`src/rtl/cnn_buf_pkg.sv`:
```
// Shared constants, scan state encoding and window indexing for the feature-map buffer readers.
package cnn_buf_pkg;

    localparam int DEF_DATA_W = 16;
    localparam int DEF_ADDR_W = 13;
    localparam int DEF_IMG_W  = 20;
    localparam int DEF_IMG_H  = 20;
    localparam int DEF_KSIZE  = 5;

    typedef enum logic [1:0] {
        ST_IDLE,
        ST_FETCH,
        ST_DRAIN,
        ST_DONE
    } scan_state_t;

    // Bit offset of window element (row i, column j) in a flattened KSIZE x KSIZE window.
    function automatic int win_bit(input int i, input int j, input int ksize, input int data_w);
        return (i * ksize + j) * data_w;
    endfunction

endpackage

```
`src/rtl/conv_window_fetch_if.sv`:
```
// Buffer read ports, scan control and window stream between the fetch engine and its neighbours.
interface conv_window_fetch_if
    import cnn_buf_pkg::*;
#(
    parameter int DATA_W = DEF_DATA_W,
    parameter int ADDR_W = DEF_ADDR_W,
    parameter int KSIZE  = DEF_KSIZE
);
    logic                          start;
    logic                          busy;
    logic                          done;
    logic [KSIZE*ADDR_W-1:0]       rd_addr;
    logic [KSIZE*DATA_W-1:0]       rd_data;
    logic                          win_valid;
    logic                          win_ready;
    logic [KSIZE*KSIZE*DATA_W-1:0] win_data;

    modport master (
        input  start, rd_data, win_ready,
        output busy, done, rd_addr, win_valid, win_data
    );

    modport slave (
        output start, rd_data, win_ready,
        input  busy, done, rd_addr, win_valid, win_data
    );
endinterface

```
`src/rtl/win_shift_reg.sv`:
```
// KSIZE x KSIZE window register: one new column enters at the right edge per enabled cycle.
// One cycle from col_in to win; holds contents while en is low.
module win_shift_reg
    import cnn_buf_pkg::*;
#(
    parameter int DATA_W = DEF_DATA_W,
    parameter int KSIZE  = DEF_KSIZE
) (
    input  logic                          clk,
    input  logic                          clr,
    input  logic                          en,
    input  logic [KSIZE*DATA_W-1:0]       col_in,
    output logic [KSIZE*KSIZE*DATA_W-1:0] win
);

    always_ff @(posedge clk) begin
        if (clr) begin
            win <= '0;
        end else if (en) begin
            for (int i = 0; i < KSIZE; i++) begin
                for (int j = 0; j < KSIZE - 1; j++)
                    win[win_bit(i, j, KSIZE, DATA_W) +: DATA_W] <= win[win_bit(i, j + 1, KSIZE, DATA_W) +: DATA_W];
                win[win_bit(i, KSIZE - 1, KSIZE, DATA_W) +: DATA_W] <= col_in[i*DATA_W +: DATA_W];
            end
        end
    end

endmodule

```
`src/rtl/conv_window_fetch.sv`:
```
// Scans every stride-1 KSIZE x KSIZE window of a row-major image and streams it out.
// First window KSIZE cycles after start; a stalled window freezes fetch, addresses and window.
module conv_window_fetch
    import cnn_buf_pkg::*;
#(
    parameter int DATA_W    = DEF_DATA_W,
    parameter int ADDR_W    = DEF_ADDR_W,
    parameter int IMG_W     = DEF_IMG_W,
    parameter int IMG_H     = DEF_IMG_H,
    parameter int KSIZE     = DEF_KSIZE,
    parameter int BASE_ADDR = 0
) (
    input  logic                clk,
    input  logic                rst,
    conv_window_fetch_if.master bus
);

    localparam int FC_W  = $clog2(IMG_W + 1);
    localparam int ROW_W = $clog2(IMG_H + 1);
    localparam logic [FC_W-1:0]   FC_LAST   = FC_W'(IMG_W - 1);
    localparam logic [FC_W-1:0]   FC_PRIMED = FC_W'(KSIZE - 1);
    localparam logic [ROW_W-1:0]  ROW_LAST  = ROW_W'(IMG_H - KSIZE);
    localparam logic [ADDR_W-1:0] BASE      = ADDR_W'(BASE_ADDR);
    localparam logic [ADDR_W-1:0] ROW_STEP  = ADDR_W'(IMG_W);

    if (KSIZE < 2 || KSIZE > 7 || KSIZE > IMG_W || KSIZE > IMG_H) begin : g_bad_ksize
        $error("conv_window_fetch: KSIZE must be in 2..7 and fit inside the image");
    end
    if (longint'(BASE_ADDR) + longint'(IMG_W) * longint'(IMG_H) > (longint'(1) << ADDR_W)) begin : g_bad_addr
        $error("conv_window_fetch: image does not fit in the ADDR_W address space");
    end

    scan_state_t             state;
    logic [ROW_W-1:0]        row;
    logic [FC_W-1:0]         fc;
    logic [ADDR_W-1:0]       row_base;
    logic                    busy_q;
    logic                    done_q;
    logic                    valid_q;
    logic [KSIZE*ADDR_W-1:0] addr_q;

    logic              fire;
    logic              row_end;
    logic              last_row;
    logic              load_addr;
    logic [ADDR_W-1:0] next_base;
    logic [FC_W-1:0]   next_fc;

    always_comb begin
        fire      = (state == ST_FETCH) && (!valid_q || bus.win_ready);
        row_end   = fire && (fc == FC_LAST);
        last_row  = (row == ROW_LAST);
        // The final row end leaves the address alone so it never steps past the image.
        load_addr = ((state == ST_IDLE) && bus.start) || (fire && !(row_end && last_row));
        next_base = row_base;
        next_fc   = fc + FC_W'(1);
        if (state == ST_IDLE) begin
            next_base = BASE;
            next_fc   = '0;
        end else if (row_end) begin
            next_base = row_base + ROW_STEP;
            next_fc   = '0;
        end
    end

    always_ff @(posedge clk) begin
        if (rst) begin
            state    <= ST_IDLE;
            row      <= '0;
            fc       <= '0;
            row_base <= BASE;
            busy_q   <= 1'b0;
            done_q   <= 1'b0;
            valid_q  <= 1'b0;
            addr_q   <= '0;
        end else begin
            done_q <= 1'b0;
            if (load_addr) begin
                for (int i = 0; i < KSIZE; i++)
                    addr_q[i*ADDR_W +: ADDR_W] <= next_base + ADDR_W'(i * IMG_W) + ADDR_W'(next_fc);
            end
            case (state)
                ST_IDLE: begin
                    if (bus.start) begin
                        state    <= ST_FETCH;
                        row      <= '0;
                        fc       <= '0;
                        row_base <= BASE;
                        busy_q   <= 1'b1;
                    end
                end
                ST_FETCH: begin
                    if (fire) begin
                        valid_q <= (fc >= FC_PRIMED);
                        fc      <= next_fc;
                        if (row_end) begin
                            row      <= row + ROW_W'(1);
                            row_base <= next_base;
                            if (last_row)
                                state <= ST_DRAIN;
                        end
                    end
                end
                ST_DRAIN: begin
                    if (valid_q && bus.win_ready) begin
                        valid_q <= 1'b0;
                        busy_q  <= 1'b0;
                        done_q  <= 1'b1;
                        state   <= ST_DONE;
                    end
                end
                ST_DONE: state <= ST_IDLE;
                default: state <= ST_IDLE;
            endcase
        end
    end

    win_shift_reg #(
        .DATA_W(DATA_W),
        .KSIZE (KSIZE)
    ) u_win (
        .clk   (clk),
        .clr   (rst),
        .en    (fire),
        .col_in(bus.rd_data),
        .win   (bus.win_data)
    );

    assign bus.busy      = busy_q;
    assign bus.done      = done_q;
    assign bus.win_valid = valid_q;
    assign bus.rd_addr   = addr_q;

endmodule

```
`src/flat_wrapper.sv`:
```
// flat-port wrapper written by rule: the top's interface ports become plain ports
module conv_window_fetch_flat import cnn_buf_pkg::*;
#(
    parameter int DATA_W    = DEF_DATA_W,
    parameter int ADDR_W    = DEF_ADDR_W,
    parameter int IMG_W     = DEF_IMG_W,
    parameter int IMG_H     = DEF_IMG_H,
    parameter int KSIZE     = DEF_KSIZE,
    parameter int BASE_ADDR = 0
)
  (clk, rst, bus_start, bus_rd_data, bus_win_ready, bus_busy, bus_done, bus_rd_addr, bus_win_valid, bus_win_data);
  conv_window_fetch_if #(.DATA_W(DATA_W), .ADDR_W(ADDR_W), .KSIZE(KSIZE)) bus_i ();
  input  logic clk;
  input  logic rst;
  input wire logic [$bits(bus_i.start)-1:0] bus_start;
  input wire logic [$bits(bus_i.rd_data)-1:0] bus_rd_data;
  input wire logic [$bits(bus_i.win_ready)-1:0] bus_win_ready;
  output wire logic [$bits(bus_i.busy)-1:0] bus_busy;
  output wire logic [$bits(bus_i.done)-1:0] bus_done;
  output wire logic [$bits(bus_i.rd_addr)-1:0] bus_rd_addr;
  output wire logic [$bits(bus_i.win_valid)-1:0] bus_win_valid;
  output wire logic [$bits(bus_i.win_data)-1:0] bus_win_data;
  assign bus_i.start = bus_start;
  assign bus_i.rd_data = bus_rd_data;
  assign bus_i.win_ready = bus_win_ready;
  assign bus_busy = bus_i.busy;
  assign bus_done = bus_i.done;
  assign bus_rd_addr = bus_i.rd_addr;
  assign bus_win_valid = bus_i.win_valid;
  assign bus_win_data = bus_i.win_data;
  conv_window_fetch #(.DATA_W(DATA_W), .ADDR_W(ADDR_W), .IMG_W(IMG_W), .IMG_H(IMG_H), .KSIZE(KSIZE), .BASE_ADDR(BASE_ADDR)) u_core (.clk(clk), .rst(rst), .bus(bus_i));
endmodule
```
`config.mk`:
```
export PLATFORM = sky130hd
export DESIGN_NAME = conv_window_fetch_flat
export DESIGN_NICKNAME = d
export VERILOG_FILES = /design/src/rtl/cnn_buf_pkg.sv /design/src/rtl/conv_window_fetch_if.sv /design/src/rtl/win_shift_reg.sv /design/src/rtl/conv_window_fetch.sv /design/src/flat_wrapper.sv
export SDC_FILE = /design/constraint.sdc
export NUM_CORES = 1
export LEC_CHECK = 0
export CORE_MARGIN = 8
export CORE_UTILIZATION = 43
export CTS_CLUSTER_SIZE = 20
export DETAILED_ROUTE_END_ITERATION = 10
export GPL_TIMING_DRIVEN = 0
export PLACE_DENSITY_LB_ADDON = 0.12
export SLEW_MARGIN = 20
export SYNTH_ARGS = -nofsm -noshare
export SYNTH_HDL_FRONTEND = slang
export SYNTH_HIERARCHICAL = 1
export SYNTH_SLANG_ARGS = --single-unit
```
`constraint.sdc`:
```
create_clock -name clk -period 5.3 [get_ports clk]
set_input_delay 1.325 -clock clk [delete_from_list [all_inputs] [get_ports clk]]
set_output_delay 1.325 -clock clk [all_outputs]
set_load 0.1 [all_outputs]
```
* After elaboration in Yosys (flattened, before gate mapping)
Index checks and enable logic that the tools add are counted.
Widths: inputs -> output; s select.
** Storage, ports and cells
- Register bits after elaboration :: 493
- Input bits :: 84
- Output and inout bits :: 468
- Word-level logic and storage cells :: 79
** Operators by class
- $add $sub $neg :: 12
- Magnitude comparators :: 1
- Eq/ne operators :: 10
- Multiplexer cells :: 26
- Bitwise logic cells :: 1
- Reductions and logical operators :: 20
** Operator list (number)
- $add 13x5->13 :: 5
- $mux 13 :: 5
- $mux 5 :: 6
- $add 13x5->13 const B :: 2
- $add 13x6->13 const B :: 2
- $pmux 13 s2 :: 1
- $pmux 5 s2 :: 2
- $add 13x7->13 const B :: 1
- $add 5x1->5 const B :: 2
- $mux 2 :: 5
- $reduce_and 3->1 :: 3
- $ne 2x1->1 const B :: 4
- $pmux 2 s4 :: 1
- $logic_and 1x1->1 :: 6
- $reduce_bool 2->1 :: 3
- $eq 5x4->1 const B :: 1
- $eq 5x5->1 const B :: 1
- $ge 5x3->1 const B :: 1
- $reduce_and 5->1 :: 1
- $eq 2x2->1 const B :: 2
- $mux 1 :: 4
- $pmux 1 s2 :: 2
- $reduce_and 4->1 :: 1
- $eq 2x1->1 const B :: 1
- other kinds (6) :: 8

* Longest topological paths before layout
Gate-level depths: netlist of run 1.
- Depth after elaboration :: 9
- Gate-level depth with buffers :: 18
- Gate-level depth less buffers :: 17

* Hierarchy
The synthesis of run 1 kept the hierarchy.
** Modules (own cells, without submodules)
- win_shift_reg :: instances 1, cells each 1290, area an instance 14380.0 um^2, sequential area each 8007.7 um^2
- conv_window_fetch :: instances 1, cells each 633, area an instance 5227.5 um^2, sequential area each 1661.6 um^2

* Worst setup path after synthesis of run 1
OpenSTA, ideal clock, no wires.
- Path kind :: input to register
- Start point :: in bus_win_ready
- End point :: reg u_core.addr_q[63] (netlist: u_core/bus.rd_addr[63])
- Library setup time :: 80 ps
- Arrival time :: 4522 ps
- Required time :: 5220 ps
- Setup slack :: 698 ps
- Cell stages on the path :: 16
- Path buffers :: 2
- Cells stage by stage :: nor2b_1 clkbuf_1 nor3_1 nand2_1 a21oi_1 ha_1 inv_1 fa_1 clkbuf_1 nor2b_1 nand2_1 mux2i_1 o21ai_0 o221ai_1 or4b_1 o211ai_1
** Between the ends
- Longest elaborated chain between the ends :: 7
- Elaborated cells on any way between the ends :: 13
- Those cells by class :: add/sub (2); mux (4); reduce/logical (7)
** RTL lines
- from (decl) :: line flat_wrapper.sv:17 : input wire logic [$bits(bus_i.win_ready)-1:0] bus_win_ready;
- $logic_or 1x1->1 (*) :: line conv_window_fetch.sv:50 : fire = (state == ST_FETCH) && (!valid_q || bus.win_ready);
- $logic_and 1x1->1 (*) :: line conv_window_fetch.sv:50
- $logic_and 1x1->1 :: line conv_window_fetch.sv:51 : row_end = fire && (fc == FC_LAST);
- $mux 13 / $logic_and 1x1->1 (equally long branches) :: line conv_window_fetch.sv:60, conv_window_fetch.sv:54
- $mux 13 / $logic_not 1->1 (equally long branches) :: line conv_window_fetch.sv:57, conv_window_fetch.sv:54
- $add 13x7->13 / $logic_and 1x1->1 (equally long branches) :: line conv_window_fetch.sv:80, conv_window_fetch.sv:54
- $add 13x5->13 / $logic_or 1x1->1 (equally long branches) :: line conv_window_fetch.sv:80, conv_window_fetch.sv:54
- to (signal, indexed assignment) :: line conv_window_fetch.sv:80 : addr_q[i*ADDR_W +: ADDR_W] <= next_base + ADDR_W'(i * IMG_W) + ADDR_W'(next_fc);
- to (decl) :: line conv_window_fetch.sv:40 : logic [KSIZE*ADDR_W-1:0] addr_q;
Every way passes the cells marked *; elsewhere a longest branch is shown, timed or not.
A chain may end at the register's enable or synchronous reset.

* Worst setup path in the final report of run 1
Ends and elaborated chain as after synthesis.

==> metrics.yaml, run 1 <==
floorplan.initialDensity_pct: 43.4
cts_sinks: 483
ys.flop_type: "dfxtp_1"
grt_pass1_vias: 15915
fin_tns_setup_ps: 0
fin_ws_ps: 238
ant_nets: 0
post_synthesis_compound_gate_area_fraction_pct: 5.73
vias_per_instance: 5.07
final_layout_size_suffix_gt1_share_pct: 6.74
routed_wire_length_per_instance_um: 21.2
async_flop_share_pct: 0
fillers: 3890
detail_route.iter0.violations: 978
clock.fmax_mhz: 198
most_frequent_cell_after_synthesis: "dfxtp_1"
detailedRoute.firstPassIterationCount: 5
post-route-min-period_ps: 5060
critPathLaunchType: "input port"
yosys-top-cells-count: "483 x dfxtp_1, 472 x nor2_1, 407 x mux2i_1"
path_class: "in -> reg"
syn_to_final_growth_pct: 40.4
detail_route.wirelength_mm: 67.0
placement.io_buffers: 551
setup_viol_count_final: 0
pre_cts_slack_ps: -806
netlist_instances: 1923
die_height_um: 230
detailroute.via_count: 16044
finalClockSkew_ps: 14.6
postSynthRegisterBits: 483
finalHoldViolCount: 0
cts-root-buf: "clkbuf_16"
floorplan.io_pins: 552
core-area_um2: 45200
number_of_enable_type_register_cells_in_the_synthesized_netlist: 0
layout_worst_path_cycle_share_pct: 95.5
grt_pass1_wl_mm: 100
required_ps: 5820
detailedPlacementHpwl_mm: 52.6
htree_levels: 2
worstReg2RegStart: "u_core/state[1]"
synthAdderAreaFrac_pct: 2.42
drv_slew: 0
outcome: "completed"
min_from: "u_core/bus.rd_addr[56]"
holdCritPathClass: "reg -> reg"
rows: 78
track_usage_pct: 24.2
timing.max_cap.violations: 0
slew_headroom_pct: 25.0
ctsLongestPathBuffers: 3
leakage_nw: 10.3
critical_path.endpoint_type: "register"
synth_top_area_cell: "dfxtp_1"
nNetsFinal: 2647
combinational_family_with_the_most_area_after_synthesis: "multiplexers"
cts-hold-fix-buffers: 0
cts_made_buffers: 52
power.density_nw_per_um2: 500
mappedNetlistArea_um2: 19600
syn_avg_cell_area_um2: 10.2
worst_ir_drop_vdd_uv: 509
insertedDiodeCount: 0
antenna_found_initial: 2
ys_seq_area_share_pct: 49.3
yosys-top-cells-area: "dfxtp_1 49%, mux2i_1 21%, nor2_1 9.0%"
synth-warning-count: 6
path_clk_slew_ps: 60
die_width_um: 230
arrival_ps: 5590
net_count_of_the_mapped_netlist: 2042
post_synth_and_or_nand_nor_area_fraction_pct: 13.4
grt_overflow: 0
clock_latency_ps: 600
cts_setup_buffers: 0
gpl.final_weighted_congestion: 0.859
yosysUniqueCellTypes: 78
synth_top_area_share_pct: 49.3
crit_start: "bus_win_ready"
worst_slew_pin_slew_ps: 1120
detail_route.drc_violations: 0
tritoncts: "done"
synth_xor_xnor_area_share_pct: 2.11
floorplan.die_area_um2: 52700
mux_cell_area_share_after_synthesis_pct: 20.8
pin_count_of_the_biggest_net_entering_global_routing: 14
highest_net_fanout_along_the_worst_path: 7
grt_setup_unrepaired: "false"
==> cells in the final DEF, fill, tap and decap left out, types with 6 or more instances in the layout <==
cell type,n
clkbuf_8,10
o211ai_1,6
nor2_1,471
a21oi_1,37
nand2b_1,6
a211oi_1,24
buf_2,8
clkbuf_16,53
buf_4,11
nand4_1,6
nor2b_1,10
buf_1,14
mux2i_1,407
nand2_1,61
ha_1,30
nor3_1,13
o21ai_0,22
or3_1,10
a22oi_1,14
xor2_1,13
nand3_1,12
a221o_1,6
xnor2_1,31
dfxtp_1,483
clkdlybuf4s50_1,550
clkinv_2,6
inv_1,30
a21o_1,7
clkbuf_1,71
buf_8,40
==> metrics by stage <==
stage | power, mW | cell area (um^2) | std cells | utilization [%] | hold WS (ps)
after floorplan | 9.00 | 19600 | 1923 | - | 421
after global placement | 10.3 | 25900 | 3074 | 57.3 | 435
after detailed placement | 10.3 | 25900 | 3074 | 57.3 | 438
after CTS | 13.9 | 27500 | 3167 | 60.9 | 459
after global routing | 14.3 | 27500 | 3167 | 60.9 | 476
final | 13.8 | 27500 | 3167 | 60.9 | 455
==> kinds of logic (layout without fill, tap and decap cells) <==
kind of cell	Yosys count	after routing
simple gates	626	626
flops	483	483
mux	408	408
buf+inv	167	811
compound gates	159	159
xor+xnor	45	45
fa+ha+maj	35	35
==> worst paths after layout <==
kind                       endpoint  slack (ps)  depth (start not counted)
max          u_core/bus.rd_addr[63]         240                         17
min reg2reg  u_core/bus.rd_addr[56]         450                          2
min          u_core/bus.rd_addr[56]         450                          2
max reg2reg  u_core/bus.rd_addr[49]         420                         16
==> worst max-delay path, stage by stage <==
cell and delay, ps:
clkdlybuf4s50_1 550, nor2b_1 70, clkbuf_1 220, nor3_4 370, nand2_1 90, a21oi_1 270
ha_1 280, inv_1 70, fa_1 480, clkbuf_1 280, nor2b_1 180, nand2_1 60
mux2i_1 190, o21ai_0 230, o221ai_2 340, or4b_1 470, o211ai_1 100
==> state kept, by name, summed over array words and instances, names as in the netlist <==
name	flops
u_core/fc	5
u_core/row_base	13
u_core/u_win/win	400
u_core/bus.win_valid	1
u_core/state	2
u_core/bus.done	1
u_core/bus.busy	1
u_core/row	5
u_core/bus.rd_addr	55
==> power breakdown <==
group	switching (mW)	internal (mW)
logic	4.14	1.91
registers	0.274	3.94
clock network	1.47	2.03
total	5.88	7.89
==> final cells by class <==
type	count	area [um^2]	area share, %
well taps	600	751	2.73
multi-input cells	1273	8750	31.8
clock inverters	10	95.1	0.345
clock buffers	83	1540	5.59
plain buffers	134	1100	3.98
inverters	33	124	0.450
flip-flops and latches	483	9670	35.1
repair buffers	551	5510	20.0
==> timing repair <==
item                                    in CTS  in global routing
endpoints found under the setup margin       7                 11
gates resized for setup                      2                  6
endpoints found under the hold margin        0                  0
==> routing by layer <==
layer,global-route usage (%),up-vias,part of all wire (%)
li1,-,7707,-
met2,40.6,522,48
met4,7.13,4,2.7
met3,7.17,93,7.6
met1,29.6,7718,42
met5,0,-,0.040
Note: power is estimated with default switching activity, not from simulation.
==> run 2, diff against run 1 <==
--- a/config.mk
+++ b/config.mk
@@ -9,6 +9,7 @@
 export CORE_UTILIZATION = 43
 export CTS_CLUSTER_SIZE = 20
 export DETAILED_ROUTE_END_ITERATION = 10
+export DONT_BUFFER_PORTS = 1
 export GPL_TIMING_DRIVEN = 0
 export PLACE_DENSITY_LB_ADDON = 0.12
 export SLEW_MARGIN = 20
==> run 2 against run 1 <==
  * Clock-buffer cell count up 3
  * Hold slack better by 9.4 ps
  * First-iteration DRC count decreased by 2.5%
  * Register-to-register slack worse by 40 ps
  * Setup slack improved by 140 ps
  * Design area decreased by 20%
  * Clock power up 4%
  * Sequential power is 52% higher
  * Global-route usage shrank 2.1 points
  * Critical path depth shrank 1
  * Critical path type is now reg -> reg
==> metrics.yaml, run 2 (synthesis gave the netlist of run 1 again) <==
fin_tns_setup_ps: 0
worst_ir_drop_vdd_uv: 649
flip_flop_count_of_the_largest_register_all_copies_and_words_added: 400
htree_levels: 2
placed_area_um2: 20400
power.density_nw_per_um2: 599
detail_route.drc_violations: 0
hold_slack_ps: 464
outcome: "completed"
tritoncts: "done"
pre_cts_slack_ps: -191
track_usage_pct: 22.1
routed_wire_length_per_instance_um: 23.7
worst_slew_pin_slew_ps: 1180
final_layout_size_suffix_gt1_share_pct: 9.06
antenna_found_initial: 2
path_class: "reg -> reg"
cts_made_buffers: 51
leakage_nw: 8.40
cts_resized: 1
detailedRoute.firstPassIterationCount: 5
drv_slew: 0
total_power_consumption_mw: 13.2
core-area_um2: 45200
required_ps: 5790
r2r_cells: 16
arrival_ps: 5420
grt_setup_unrepaired: "false"
fin_util_pct: 48.9
clock_latency_ps: 580
detail_route.iter0.violations: 954
final_design_area_no_fill_um2: 22100
worstReg2RegEnd: "u_core/bus.rd_addr[49]"
timing.max_cap.violations: 0
slew_headroom_pct: 21.3
grt_pass1_vias: 13209
finalClockSkew_ps: 13.7
pin_count_of_the_biggest_net_entering_global_routing: 14
cts_setup_buffers: 0
worst_hold_path.num_cells: 1
detailedPlacementHpwl_mm: 48.7
min_from: "u_core/row_base[1]"
instances_no_fill: 2619
gpl.final_weighted_congestion: 0.844
largest_register: "u_core/u_win/win"
cts_sinks: 483
critical_path.endpoint_type: "register"
die_width_um: 230
commonest_non_fill_non_tap_cell_in_the_layout: "dfxtp_1"
ant_nets: 0
worst_hold_path.endpoint: "u_core/row_base[1]"
cts-hold-fix-buffers: 0
cts-root-buf: "clkbuf_16"
grt_pass1_wl_mm: 90.8
numPlacedInstances: 2523
highest_net_fanout_along_the_worst_path: 10
fin_ws_ps: 376
nNetsFinal: 2095
insertedDiodeCount: 0
ctsLongestPathBuffers: 3
detailroute.via_count: 13818
layout_common_cells: "476 x dfxtp_1, 472 x nor2_1, 407 x mux2i_1"
syn_to_final_growth_pct: 12.7
path_clk_slew_ps: 60
finalHoldViolCount: 0
floorplan.initialDensity_pct: 43.4
worstReg2RegStart: "u_core/state[0]"
seqCellArea_um2: 9680
floorplan.die_area_um2: 52700
vias_per_instance: 5.28
critPathLaunchType: "register"
fillers: 4272
holdCritPathClass: "reg -> reg"
placement.io_buffers: 0
reg2reg_slack_ps: 380
layout_worst_path_cycle_share_pct: 92.9
post-route-min-period_ps: 4920
detail_route.wirelength_mm: 62.0
clock.fmax_mhz: 203
floorplan.io_pins: 552
area_used_by_multi_input_combinational_logic_um2: 8730
die_height_um: 230
rows: 78
grt_overflow: 0
setup_viol_count_final: 0
-- run 2: cell count changes in the layout (fill, tap and decap cells not counted), sizes merged --
cell	change
clkdlybuf4s50	-550
clkbuf	+3
clkinvlp	-2
buf	-1
bufinv	+1
inv	+1
-- run 2: area by class of cell --
| cell class | count | share of cell area, % |
|---|---|---|
| flip-flops and latches | 483 | 43.8 |
| multi-input cells | 1273 | 39.5 |
| clock buffers | 86 | 7.28 |
| plain buffers | 134 | 4.96 |
| well taps | 600 | 3.40 |
| inverters | 33 | 0.560 |
| clock inverters | 10 | 0.538 |
-- run 2: critical path, cell delays in order (launching register included) --
cell and delay, ps:
dfxtp_1 320, inv_1 80, ha_1 330, clkbuf_2 350
clkbuf_2 350, clkbuf_1 440, a21oi_1 170, ha_1 370
clkbuf_1 280, clkinv_1 300, ha_1 410, a21oi_1 150
o311ai_1 460, o221a_2 350, nand2_1 80, xor2_1 150
a211oi_1 230
-- run 2: power breakdown --
| part | total, mW | switching, mW | leakage (nW) | internal (mW) |
|---|---|---|---|---|
| clock network | 3.63 | 1.47 | 0.853 | 2.16 |
| registers | 6.43 | 2.49 | 3.91 | 3.94 |
| logic | 3.18 | 1.81 | 3.63 | 1.36 |
-- run 2: worst max path at each step --
stage                     slack [ps]            start  cells after the start                endpoint
after floorplan                  700    bus_win_ready                     16  u_core/bus.rd_addr[63]
after global placement          -130    bus_win_ready                     15  u_core/bus.rd_addr[49]
after detailed placement        -190    bus_win_ready                     15  u_core/bus.rd_addr[24]
after CTS                         80  u_core/state[0]                     16  u_core/bus.rd_addr[49]
after global routing              50  u_core/state[0]                     16  u_core/bus.rd_addr[49]
final                            380  u_core/state[0]                     16  u_core/bus.rd_addr[49]
-- run 2: per-layer routing --
layer / track usage [%] / part of all wire [%]
met3: 8.53 / 9.6
met4: 7.41 / 3.0
met1: 26.7 / 41
met5: 0 / 0.021
met2: 35.8 / 47
==> run 3, diff against run 2 <==
--- a/config.mk
+++ b/config.mk
@@ -7,6 +7,7 @@
 export LEC_CHECK = 0
 export CORE_MARGIN = 8
 export CORE_UTILIZATION = 43
+export CTS_BUF_LIST = sky130_fd_sc_hd__clkbuf_2
 export CTS_CLUSTER_SIZE = 20
 export DETAILED_ROUTE_END_ITERATION = 10
 export DONT_BUFFER_PORTS = 1
==> run 3 against run 2 <==
  * Die area is the same
  * Clock-buffer cell count grew 106
  * Hold slack lost 230 ps
  * Flip-flop and latch count is the same
  * Critical endpoint is now u_core/bus.rd_addr[51]
==> metrics.yaml, run 3 (synthesis gave the netlist of run 1 again) <==
detailedPlacementHpwl_mm: 48.7
reg2reg_slack_ps: 380
hold_slack_ps: 238
fin_util_pct: 48.0
worstReg2RegEnd: "u_core/bus.rd_addr[51]"
internal-power_mw: 6.46
setup_viol_count_final: 0
critical_path.endpoint_type: "register"
syn_to_final_growth_pct: 10.7
arrival_ps: 6080
ctsLongestPathBuffers: 3
floorplan.io_pins: 552
layout_worst_path_cycle_share_pct: 92.8
timing.max_cap.violations: 0
critPathLaunchType: "register"
cts_sinks: 483
htree_levels: 4
final_layout_size_suffix_gt1_share_pct: 14.4
floorplan.die_area_um2: 52700
placement.io_buffers: 0
cts_made_buffers: 131
required_ps: 6460
worst_ir_drop_vdd_uv: 648
r2r_cells: 16
drv_slew: 0
clock.fmax_mhz: 203
detail_route.iter0.violations: 774
worst_hold_path.num_cells: 2
layout_common_cells: "476 x dfxtp_1, 472 x nor2_1, 407 x mux2i_1"
core-area_um2: 45200
flip_flop_count_of_the_largest_register_all_copies_and_words_added: 400
share_clk_of_total_power_pct: 21.9
min_from: "bus_rd_data[45]"
rows: 78
detailroute.via_count: 14368
outcome: "completed"
detail_route.drc_violations: 0
gpl.final_weighted_congestion: 0.844
holdCritPathClass: "in -> reg"
commonest_non_fill_non_tap_cell_in_the_layout: "dfxtp_1"
leakage_nw: 8.51
slew_headroom_pct: 22.6
die_height_um: 230
floorplan.initialDensity_pct: 43.4
worst_slew_pin_slew_ps: 1160
path_clk_slew_ps: 100
detail_route.wirelength_mm: 62.9
nNetsFinal: 2190
cts-root-buf: "clkbuf_2"
tritoncts: "done"
ant_nets: 0
highest_net_fanout_along_the_worst_path: 10
share_of_total_power_in_combinational_logic_pct: 25.9
track_usage_pct: 22.9
p_switching_mw: 5.84
die_width_um: 230
routed_wire_length_per_instance_um: 22.8
largest_register: "u_core/u_win/win"
grt_overflow: 0
pin_count_of_the_biggest_net_entering_global_routing: 17
finalClockSkew_ps: 63.9
path_class: "reg -> reg"
vias_per_instance: 5.21
post-route-min-period_ps: 4920
power.density_nw_per_um2: 566
netSwitchingFraction_pct: 47.5
grt_pass1_vias: 13965
finalHoldViolCount: 0
worst_hold_path.endpoint: "u_core/u_win/win[237]"
worstReg2RegStart: "u_core/state[0]"
seq_power_share_pct: 52.2
detailedRoute.firstPassIterationCount: 6
clock_latency_ps: 1240
grt_pass1_wl_mm: 92.8
grt_setup_unrepaired: "false"
antenna_found_initial: 3
==> run 3: changes by cell type in the layout (fill, tap and decap cells not counted), sizes merged <==
cell / delta
clkinv: +5
diode: +2
inv: +4
clkinvlp: +3
dlygate4sd3: +15
bufinv: +2
clkbuf: +106
==> run 3: area by class of cell <==
class | instances | area (um^2)
Multi-Input combinational cell | 1273 | 8730
Timing Repair Buffer | 15 | 150
Antenna cell | 2 | 5.00
Tap cell | 600 | 751
Inverter | 33 | 124
Fill cell | 4406 | 23500
Clock buffer | 192 | 961
Clock inverter | 24 | 219
Sequential cell | 483 | 9680
Buffer | 134 | 1100
==> run 3: per-stage QoR <==
stage / worst slack, ps / instances / setup TNS (ps) / cell area, um^2 / power [mW]
after floorplan: 698 / 1923 / 0 / 19600 / 9.00
after global placement: -129 / 2523 / -370 / 20400 / 9.65
after detailed placement: -191 / 2523 / -948 / 20400 / 9.69
after CTS: 57.7 / 2754 / 0 / 21700 / 12.4
after global routing: 1.92 / 2756 / 0 / 21700 / 12.9
final: 380 / 2756 / 0 / 21700 / 12.3
==> run 3: worst max-delay path by stage <==
stage                               start                      to  slack, ps  depth (start not counted)
after global placement      bus_win_ready  u_core/bus.rd_addr[49]       -130                         15
after CTS                 u_core/state[0]  u_core/bus.rd_addr[49]         60                         16
after floorplan             bus_win_ready  u_core/bus.rd_addr[63]        700                         16
after detailed placement    bus_win_ready  u_core/bus.rd_addr[24]       -190                         15
final                     u_core/state[0]  u_core/bus.rd_addr[51]        380                         16
after global routing      u_core/state[0]  u_core/bus.rd_addr[49]          2                         16
==> run 3: what timing repair did <==
item,4_1_cts,5_1_grt
setup buffers,0,0
resized for setup,1,4
hold endpoints to repair,15,0
endpoints found under the setup margin,3,11
hold buffers,15,0
pin swaps,0,0
==> run 3: worst max-delay path: stages (launching register included) <==
cell and delay, ps:
dfxtp_1 340, inv_1 80, ha_1 350, clkbuf_2 350, clkbuf_2 340, clkbuf_1 430, a21oi_1 170, ha_1 370
clkbuf_1 280, clkinv_1 300, ha_1 410, a21oi_1 140, o311ai_1 450, o221a_2 350, nand4_1 130, xor2_1 190
o21ai_0 150
==> run 3: layer usage <==
metal	part of all wire, %	global-route usage [%]	vias to the layer above
met1	40	26.3	6835
met3	10	11.7	95
met4	2.5	8.59	2
met5	0.021	0	-
li1	-	-	6900
met2	47	36.1	536
==> run 3: power groups by stage <==
stage / Sequential [mW] / Clock (mW) / Combinational [mW]
6_report: 6.42 / 2.70 / 3.18
5_1_grt: 6.47 / 3.00 / 3.39
4_1_cts: 6.44 / 2.82 / 3.19
3_5_place_dp: 6.51 / 0 / 3.17
3_3_place_gp: 6.51 / 0 / 3.14
2_1_floorplan: 6.33 / 0 / 2.67
==> edit (config.mk and constraints of run 1) <==
The package constant `DEF_ADDR_W` goes from 13 to 14.
--- a/src/rtl/cnn_buf_pkg.sv
+++ b/src/rtl/cnn_buf_pkg.sv
@@ -2,7 +2,7 @@
 package cnn_buf_pkg;
 
     localparam int DEF_DATA_W = 16;
-    localparam int DEF_ADDR_W = 13;
+    localparam int DEF_ADDR_W = 14;
     localparam int DEF_IMG_W  = 20;
     localparam int DEF_IMG_H  = 20;
     localparam int DEF_KSIZE  = 5;
Ports: changed (resized bus_rd_addr); port bits go from 552 to 557. The function was not compared with the original's and may differ.
==> edit against run 1 <==
- worst setup slack got worse by 0.0055 ns
- count of clock-buffer cells in the layout down 10
- power grew 6.9%
- wire length grew 5.7%
- synthesized cell count up 2.2%
- synthesized area is 1.7% higher
- register-to-register slack better by 0.07 ns
- hold slack lost 0.0035 ns
- first-iteration DRC count up 7.5%
- sequential cell count grew 6
- design area rose by 2.2%
- combinational power is 8.4% higher
- sequential power grew 2%
- critical path type unchanged
- largest cell class unchanged
==> edit: results (changes against run 1) <==
* **result of the run** complete, no violations
* **antenna violations before repair** 3, +1
* **clock insertion delay at the later pin of the skew report** 0.59 ns
* **number of global-route vias before repair** 16161, +1.5%
* **ratio of cells with drive above 1 in the final layout** 0.0719, +0.00455
* **reported combinational group power** 6.56 mW, +8.4%
* **slowest stage delay, CP** 0.60 ns, +0.05 ns
* **unique cell type count in the Yosys netlist** 70, -10%
* **share of power burned in the clock network** 0.260, +0.006
* **clock root buffer** sky130_fd_sc_hd__clkbuf_16
* **top achievable clock speed** 0.197 GHz, -0.11%
* **Power Internal** 8.36 mW, +6.0%
* **global-route usage over all layers** 0.251, +0.00942
* **adder and majority cell fraction of the synthesized area** 0.0245, +0.000224
* **wire length of the first global-routing pass** 104000 µm, +3.8%
* **synth top area cells** sky130_fd_sc_hd__dfxtp_1 (49%), sky130_fd_sc_hd__mux2i_1 (20%), sky130_fd_sc_hd__nor2_1 (9.2%)
* **maximum fanout encountered on the critical timing path** 10, +3
* **worst max-slew margin expressed relative to the limit** 0.217, -0.0328
* **share of synthesized area occupied by flip-flops and latches** 0.491, -0.00218
* **Final HPWL DP** 56100 µm, +6.7%
* **Peak supply drop** 0.000444 V, -13%
* **data arrival at the endpoint of the critical path** 5.55 ns, -0.04 ns
* **max FFs per register** 400, unchanged
* **Leak** 10.4 nW, +1.6%
* **number of violations reported at the end of detailed-routing iteration 0** 1051, +7.5%
* **synthesized-area fraction occupied by ao, oa, aoi and oai cells** 0.0587, +0.00143
* **crit-path leading delay family** simple AND/OR/NAND/NOR gates
* **Avg Vias per Cell** 5.13, +1.2%
* **clock slew at the register clock pins of the worst setup and hold paths** 0.06 ns, about the same
* **wirelength, routed** 70900 µm, +5.7%
* **Place WS** -0.818 ns, -0.0123 ns
* **final clock skew** 0.0180 ns, +0.00337 ns
* **Nets** 2694, +1.8%
* **Synthesized Nets** 2085, +2.1%
* **xor/xnor cell area share of the yosys netlist** 0.0259, +0.00486
* **Placer Congestion** 0.894, +4.1%
* **number of buffer cells added on primary ports** 556, +0.91%
* **portion of netlist area occupied by mux cells** 0.203, -0.00497
* **worst setup slack for register-to-register paths** 0.49 ns, +0.07 ns
* **Ys Warns** 6, unchanged
* **Synth top cells by count** sky130_fd_sc_hd__dfxtp_1 (489), sky130_fd_sc_hd__nor2_1 (487), sky130_fd_sc_hd__mux2i_1 (404), sky130_fd_sc_hd__nand2_1 (60), sky130_fd_sc_hd__clkbuf_1 (59)
edit: cell types whose count changed after synthesis, sizes merged, moves of 6 or more:
cell and change:
or3 -7, nor4 +8, clkbuf +6, xnor2 +8, xor2 +6, a21oi +9
o21ai -7, a211oi +12, dfxtp +6, a221oi +6, nor2 +16, inv +7
edit: final cells by class:
cell class,count,area [µm²]
multi-input cells,1299,8940
clock inverters,20,288
fillers,3910,18000
repair buffers,556,5570
plain buffers,139,1120
clock buffers,73,1520
flip-flops and latches,489,9790
diodes,1,2.50
inverters,37,139
well taps,607,759
edit: stage by stage:
step	hold slack, ns	instances	total power [mW]	setup TNS [ns]	area, µm²
2_1_floorplan	0.421	1965	9.44	0	19900
4_1_cts	0.455	3221	14.8	0	28100
5_1_grt	0.483	3221	15.2	-0.00379	28100
3_5_place_dp	0.439	3128	10.9	-17.55	26300
3_3_place_gp	0.437	3128	10.9	-16.76	26300
6_report	0.451	3221	14.7	0	28100
edit: routing by layer:
metal  wire length (µm)  track usage  part of all wire
met5                 27            0           0.00038
met1              29400        0.310              0.41
met2              33800        0.425              0.48
met4               2060       0.0754             0.029
met3               5600       0.0679             0.079
edit: path summary, 6_finish.rpt:
path                 startpoint  depth (start not counted)                endpoint
max               bus_win_ready                         15  u_core/bus.rd_addr[39]
min          u_core/row_base[1]                          1      u_core/row_base[1]
max reg2reg     u_core/state[0]                         17  u_core/bus.rd_addr[39]
min reg2reg  u_core/row_base[1]                          1      u_core/row_base[1]
edit: repair_timing:
item / CTS / global route
hold buffers: 0 / 0
hold endpoints to repair: 0 / 0
endpoints found under the setup margin: 22 / 26
gates resized for setup: 6 / 8
edit: cells by family after synthesis:
group                    count (synthesis)
AO/OA/AOI/OAI                          165
XOR/XNOR                                59
adder cells (fa/ha/maj)                 36
buffers and inverters                  177
flip-flops                             489
multiplexers                           405
AND/OR/NAND/NOR                        634
edit: worst reg2reg max path, cell delays in order, from the launching register on:
cell and delay, ns:
sky130_fd_sc_hd__dfxtp_1 0.33, sky130_fd_sc_hd__inv_1 0.08, sky130_fd_sc_hd__ha_1 0.14, sky130_fd_sc_hd__clkbuf_1 0.34, sky130_fd_sc_hd__clkbuf_2 0.40, sky130_fd_sc_hd__buf_2 0.36, sky130_fd_sc_hd__clkbuf_2 0.35, sky130_fd_sc_hd__nor2b_1 0.12
sky130_fd_sc_hd__ha_1 0.35, sky130_fd_sc_hd__ha_1 0.25, sky130_fd_sc_hd__fa_1 0.50, sky130_fd_sc_hd__and2_1 0.21, sky130_fd_sc_hd__a221o_1 0.39, sky130_fd_sc_hd__a221oi_4 0.37, sky130_fd_sc_hd__a2111oi_2 0.10, sky130_fd_sc_hd__nand2b_1 0.16
sky130_fd_sc_hd__xnor2_1 0.07, sky130_fd_sc_hd__a22o_1 0.19
